$ cat config.mk
export PLATFORM = sky130hd
export DESIGN_NAME = button_sequencer
export DESIGN_NICKNAME = d
export VERILOG_FILES = /design/src/rtl/button_seq_pkg.sv /design/src/rtl/button_sequencer_latency_timer.sv /design/src/rtl/button_sequencer.sv
export SDC_FILE = /design/constraint.sdc
export NUM_CORES = 1
export LEC_CHECK = 0
export CAP_MARGIN = 5
export CORE_AREA = 2 2 87 56
export DETAILED_ROUTE_END_ITERATION = 7
export DIE_AREA = 0 0 89 58
export HOLD_SLACK_MARGIN = 0.06
export PLACE_DENSITY = 0.76
export RECOVER_POWER = 100
export SLEW_MARGIN = 20
export SYNTH_ARGS = -nofsm -noshare
export SYNTH_HDL_FRONTEND = slang
export SYNTH_SLANG_ARGS = --single-unit
$ cat constraint.sdc
create_clock -name clk -period 3.5 [get_ports clk]
set_clock_uncertainty 0.2 [all_clocks]
set_input_delay 0.35 -clock clk [delete_from_list [all_inputs] [get_ports clk]]
set_output_delay 0.35 -clock clk [all_outputs]
set_load 0.02 [all_outputs]
$ cat src/rtl/button_seq_pkg.sv
// Shared definitions for the button sequencer: FSM states, symbol geometry
// and the fixed symbol-to-button encoding.
package button_seq_pkg;

    typedef enum logic [1:0] {
        IDLE  = 2'd0,
        PRESS = 2'd1,
        GAP   = 2'd2,
        DONE  = 2'd3
    } state_t;

    localparam int NUM_SYMBOLS = 4;
    localparam int SYMBOL_W    = 2;
    localparam int BTN_W       = 3;

    // Fixed mapping from a 2-bit symbol to the button pattern the checker expects.
    function automatic logic [BTN_W-1:0] encode(input logic [SYMBOL_W-1:0] sym);
        logic [BTN_W-1:0] pattern;
        case (sym)
            2'b00:   pattern = 3'b001;
            2'b01:   pattern = 3'b010;
            2'b10:   pattern = 3'b100;
            default: pattern = 3'b011;
        endcase
        return pattern;
    endfunction

endpackage

$ cat src/rtl/button_sequencer_latency_timer.sv
// Verdict latency timer: counts cycles from the final button release to the
// checker's first success/fail, saturating at all-ones.
// Only present when BUTTON_SEQUENCER_LATENCY_EN is defined.
`ifdef BUTTON_SEQUENCER_LATENCY_EN
module latency_timer (
    input  logic        clk,
    input  logic        rst,
    input  logic        i_arm,      // final release edge: clear and start counting
    input  logic        i_abort,    // new guess accepted: drop an open measurement
    input  logic        i_verdict,  // success || fail from the checker
    output logic [31:0] o_latency,
    output logic        o_valid
);

    logic        r_armed;
    logic [31:0] r_count;
    logic [31:0] r_latency;
    logic        r_valid;

    // Arm/count/stop; arming wins over a verdict seen on the release edge.
    always_ff @(posedge clk) begin
        if (rst) begin
            r_armed   <= 1'b0;
            r_count   <= '0;
            r_latency <= '0;
            r_valid   <= 1'b0;
        end else begin
            r_valid <= 1'b0;
            if (i_arm) begin
                r_armed <= 1'b1;
                r_count <= '0;
            end else if (r_armed) begin
                if (i_abort) begin
                    r_armed <= 1'b0;
                end else if (i_verdict) begin
                    r_latency <= r_count;
                    r_valid   <= 1'b1;
                    r_armed   <= 1'b0;
                end else if (r_count != 32'hFFFF_FFFF) begin
                    r_count <= r_count + 32'd1;
                end
            end
        end
    end

    assign o_latency = r_latency;
    assign o_valid   = r_valid;

endmodule
`endif

$ cat src/rtl/button_sequencer.sv
// Button sequencer: sends an 8-bit guess as four timed presses on a 3-bit
// button bus, each press followed by an all-released gap.
// Optional macro BUTTON_SEQUENCER_LATENCY_EN adds the verdict latency timer.
module button_sequencer
    import button_seq_pkg::*;
#(
    parameter int unsigned CLK_FREQUENCY = 100_000_000,
    parameter int unsigned PRESS_US      = 2_000,
    parameter int unsigned GAP_US        = 2_000
) (
    input  logic        clk,
    input  logic        rst,
    input  logic        start,
    input  logic [7:0]  guess,
    output logic        ready,
    output logic [2:0]  btn,
    output logic        done,
    input  logic        success,
    input  logic        fail,
    output logic [31:0] latency,
    output logic        latency_valid
);

    localparam int unsigned PRESS_CYC = CLK_FREQUENCY / 1_000_000 * PRESS_US;
    localparam int unsigned GAP_CYC   = CLK_FREQUENCY / 1_000_000 * GAP_US;
    localparam int unsigned MAX_CYC   = (PRESS_CYC > GAP_CYC) ? PRESS_CYC : GAP_CYC;
    localparam int          CNT_W     = $clog2(MAX_CYC + 1);
    localparam int          IDX_W     = $clog2(NUM_SYMBOLS);
    localparam int          SHIFT_W   = NUM_SYMBOLS * SYMBOL_W;

    localparam logic [CNT_W-1:0] PRESS_LAST = CNT_W'(PRESS_CYC - 1);
    localparam logic [CNT_W-1:0] GAP_LAST   = CNT_W'(GAP_CYC - 1);
    localparam logic [IDX_W-1:0] IDX_LAST   = IDX_W'(NUM_SYMBOLS - 1);

    // A zero-length press or gap would make the counters wrap; refuse to build.
    generate
        if (PRESS_CYC == 0 || GAP_CYC == 0) begin : g_bad_timing
            $fatal(1, "button_sequencer: PRESS_CYC and GAP_CYC must be non-zero");
        end
    endgenerate

    state_t               r_state, w_state_next;
    logic [CNT_W-1:0]     r_cnt, w_cnt_next;
    logic [IDX_W-1:0]     r_idx, w_idx_next;
    logic [SHIFT_W-1:0]   r_shift, w_shift_next;
    logic [BTN_W-1:0]     r_btn, w_btn_next;
    logic                 r_done, w_done_next;
    logic                 w_accept;   // guess accepted this cycle
    logic                 w_arm;      // btn falls after the last press this cycle

    // State and datapath registers; reset drops the buttons immediately.
    always_ff @(posedge clk) begin
        if (rst) begin
            r_state <= IDLE;
            r_cnt   <= '0;
            r_idx   <= '0;
            r_shift <= '0;
            r_btn   <= '0;
            r_done  <= 1'b0;
        end else begin
            r_state <= w_state_next;
            r_cnt   <= w_cnt_next;
            r_idx   <= w_idx_next;
            r_shift <= w_shift_next;
            r_btn   <= w_btn_next;
            r_done  <= w_done_next;
        end
    end

    // Next-state and next-output logic for the press/gap sequence.
    always_comb begin
        w_state_next = r_state;
        w_cnt_next   = r_cnt;
        w_idx_next   = r_idx;
        w_shift_next = r_shift;
        w_btn_next   = r_btn;
        w_done_next  = 1'b0;
        w_accept     = 1'b0;
        w_arm        = 1'b0;
        case (r_state)
            IDLE: begin
                if (start) begin
                    // First symbol comes straight from the input so it is on
                    // the bus one cycle after acceptance.
                    w_accept     = 1'b1;
                    w_shift_next = guess;
                    w_idx_next   = '0;
                    w_cnt_next   = '0;
                    w_btn_next   = encode(guess[SHIFT_W-1 -: SYMBOL_W]);
                    w_state_next = PRESS;
                end
            end
            PRESS: begin
                if (r_cnt == PRESS_LAST) begin
                    w_cnt_next   = '0;
                    w_btn_next   = '0;
                    w_state_next = GAP;
                    w_arm        = (r_idx == IDX_LAST);
                end else begin
                    w_cnt_next = r_cnt + 1'b1;
                end
            end
            GAP: begin
                if (r_cnt == GAP_LAST) begin
                    w_cnt_next = '0;
                    if (r_idx != IDX_LAST) begin
                        w_idx_next   = r_idx + 1'b1;
                        w_shift_next = r_shift << SYMBOL_W;
                        w_btn_next   = encode(r_shift[SHIFT_W-SYMBOL_W-1 -: SYMBOL_W]);
                        w_state_next = PRESS;
                    end else begin
                        w_done_next  = 1'b1;
                        w_state_next = DONE;
                    end
                end else begin
                    w_cnt_next = r_cnt + 1'b1;
                end
            end
            default: begin
                w_state_next = IDLE;
            end
        endcase
    end

    assign ready = (r_state == IDLE);
    assign btn   = r_btn;
    assign done  = r_done;

`ifdef BUTTON_SEQUENCER_LATENCY_EN
    latency_timer u_latency_timer (
        .clk       (clk),
        .rst       (rst),
        .i_arm     (w_arm),
        .i_abort   (w_accept),
        .i_verdict (success | fail),
        .o_latency (latency),
        .o_valid   (latency_valid)
    );
`else
    logic w_unused_verdict;
    assign w_unused_verdict = success ^ fail ^ w_arm ^ w_accept;
    assign latency          = '0;
    assign latency_valid    = 1'b0;
`endif

endmodule
==> metrics <==
count of input and output buffers=15; Mapped Area=~2100 um2; CTS clock-pin slew for the worst setup and hold paths=approximately 0.07 ns; Die W=between 80 and 90 um; Worst Path Required=3.50 ns; starting density of the core=47.2%; Post-CTS Setup Inserts=0; CP top delay family=simple AND/OR/NAND/NOR gates; Avg WL per Cell=between 10 and 15 um; cell taking the most area after synthesis=dfxtp_1; core footprint=4370 um2; Seq/Total Area, Yosys=31.0%; asr flop ratio synth=0%; Worst Path Buf+Inv=1; EDFF count, synth=0; PD cells=~630 nW/um2; htree depth=2; Synth Area per Inst=around 8.1 um2; status=complete, no violations; Final ANT Viol Nets=0; Crit. path cell count=7; CTS resizes=0; cell with the most instances after synthesis=buf_4; Worst setup EP type=register; hold path cells=2; slack of the worst reg-to-reg path=0.64 ns; Die Area=5160 um2; DR iter-0 viols=around 160; number of buffers created by CTS=5; Int Pwr=805 uW; final antenna diode count=0; CTS sink cnt=32; Vias/cell=5.16; Sw Pwr=slightly below 600 uW; CTS Root Cell=clkbuf_8; I/O Pins=between 50 and 60; Leak Pwr=around 0.00083 uW; final worst-path cycle share=between 80% and 90%; Final Net Count=294; Clock Latency Late Sink=0.28 ns; CTS Hold Bufs=0; Max Slew Vio Count=0; Bufs on Longest Clock Path=2; worst hold margin=about 0.27 ns; DP Area=roughly 2100 um2; worst path cell trace=inv_1 -> ha_1 -> mux2i_1 -> nor3_1 -> nand4_1 -> or3b_2 -> a31oi_1; Post-Syn Instances=256; Setup TNS Final=0 ns; Worst R2R Path Depth=7; Most used DFF post-synth=dfxtp_1; Crit Path Category=reg -> reg; TritonCTS clock tree=done; largest net degree at the start of global routing=18; worst path arrival time=2.86 ns; final setup violation count=0; hold_sp=btn[1]; First-pass DRT Iterations=4; Tightest Pin Transition=between 0.8 and 0.9 ns; Final HPWL DP=around 3.2 mm; layout cells sized above 1=between 5 and 6%; post-synth top area share=between 30% and 40%; number of remaining DRC errors=0; Worst Hold Endpoint=btn[1]; Critical R2R Capture=r_cnt[7]; fmax=0.350 GHz; Remaining Overflow, GRT=0; final hold violation count=0; via count=~1,700; sequential share of power=32.7%; Layout area overhead=7.57%; site row count=19; Die Ht=between 50 and 60 um; Max-Cap Viols=0; CP startpoint kind=register; Reg2Reg Launch Point=r_state[0]; #FFs+latches synth=32; Worst Path Max Fanout=13; clock share of power=between 20% and 30%; Final GP Congestion=about 0.84; Combinational Power Share=approximately 46%; post-layout minimum cycle time=between 2 and 3 ns; Net Sw Frac=a little over two fifths; Routed WL=4.26 mm; vias in the first global route=1,531; top cells by area, synth=dfxtp_1 (31%), buf_4 (12%), ha_1 (7.3%); Final Cell Area=2220 um2; critical path's slowest cell=ha_1; max incr delay on CP=roughly 0.5 ns; RSZ-0062 raised after global routing=no; Worst Hold Class=reg -> reg; Netlist cell types=40; first-pass GRT wire length=about 6.9 mm; commonest cells in the netlist=buf_4 (33), dfxtp_1 (32), nand2_1 (21); All-Layer GR Usage=between 10% and 20%; YS warnings=0; VDD IR max=0.220 mV; slew margin rel.=between 40% and 50%; initial antenna violation count=0
-- metrics by stage --
stage               utilization, %  total power, uW  instances  setup WS [ns]
global route                  50.8             1490        333          0.436
global placement              48.8             1100        325          0.773
CTS                           50.9             1410        333          0.686
finish                        50.8             1390        333          0.644
floorplan                        -              977        288           1.06
detailed placement            48.8             1110        325          0.719
-- layout make-up --
type	instances	area, um2
fillers	435	2150
multi-input cells	204	1220
flip-flops and latches	32	641
repair buffers	17	161
clock buffers	8	90.1
well taps	63	78.8
inverters	9	33.8
-- power by group through the flow --
stage | Sequential, uW | Clock [uW] | Combinational, uW
2_1_floorplan | 471 | 0 | 506
3_3_place_gp | 460 | 0 | 640
3_5_place_dp | 462 | 0 | 648
4_1_cts | 454 | 301 | 652
5_1_grt | 459 | 316 | 716
6_report | 454 | 293 | 642
-- per-layer routing --
metal	vias up	wire length [um]	track usage, %
met3	4	329	4.84
met5	-	0	0
met1	784	2190	26.2
met2	55	1720	24.1
met4	0	23	3.84
li1	876	-	-
-- registers in the layout, indices dropped and copies added (netlist names) --
signal	cells
r_idx	2
done	1
r_cnt	18
r_state	2
btn	3
r_shift	6
-- placed cells by master, fill, tap and decap left out, types with 2 or more instances in the layout --
cell | Yosys | final
dlygate4sd3_1 | 0 | 5
a21oi_1 | 18 | 18
a211oi_1 | 3 | 3
ha_1 | 12 | 12
o21a_1 | 2 | 2
nand2b_1 | 4 | 4
inv_1 | 9 | 9
a31oi_1 | 6 | 6
a311oi_1 | 3 | 3
or3_1 | 6 | 6
nor4_1 | 6 | 6
nor3_1 | 9 | 9
clkbuf_8 | 0 | 6
or4_1 | 5 | 5
xor2_1 | 5 | 5
clkbuf_1 | 8 | 3
dfxtp_1 | 32 | 32
nand2_1 | 21 | 21
conb_1 | 1 | 33
mux2i_1 | 6 | 6
nand3_1 | 15 | 15
or3b_2 | 4 | 4
nor2b_1 | 3 | 3
clkdlybuf4s50_1 | 0 | 10
nor2_1 | 14 | 14
o21ai_0 | 10 | 10
nand4_1 | 5 | 5
o31ai_1 | 2 | 2
-- worst min-delay path, stage by stage, from the launching register on --
cell,delay (ns)
dfxtp_1,0.31
nand3_1,0.06
a21oi_1,0.05
-- kinds of logic (layout without fill, tap and decap cells) --
logic type	after synthesis	after routing	synth area share, %
compound gates	50	50	15.0
xor+xnor	5	5	2.12
fa+ha+maj	12	12	7.27
buf+inv	52	34	15.9
flops	32	32	31.0
mux	7	7	3.45
other cells	1	33	0.182
simple gates	97	97	25.1
-- worst max path at each step --
stage	startpoint	to	slack (ns)
6_report	r_state[0]	r_cnt[7]	0.64
5_1_grt	r_state[0]	r_cnt[7]	0.44
4_1_cts	r_state[0]	r_cnt[7]	0.69
3_5_place_dp	r_state[0]	r_cnt[7]	0.72
3_3_place_gp	r_state[0]	r_cnt[7]	0.77
2_1_floorplan	r_cnt[0]	r_cnt[16]	1.06
(Power assumes the default switching activity.)
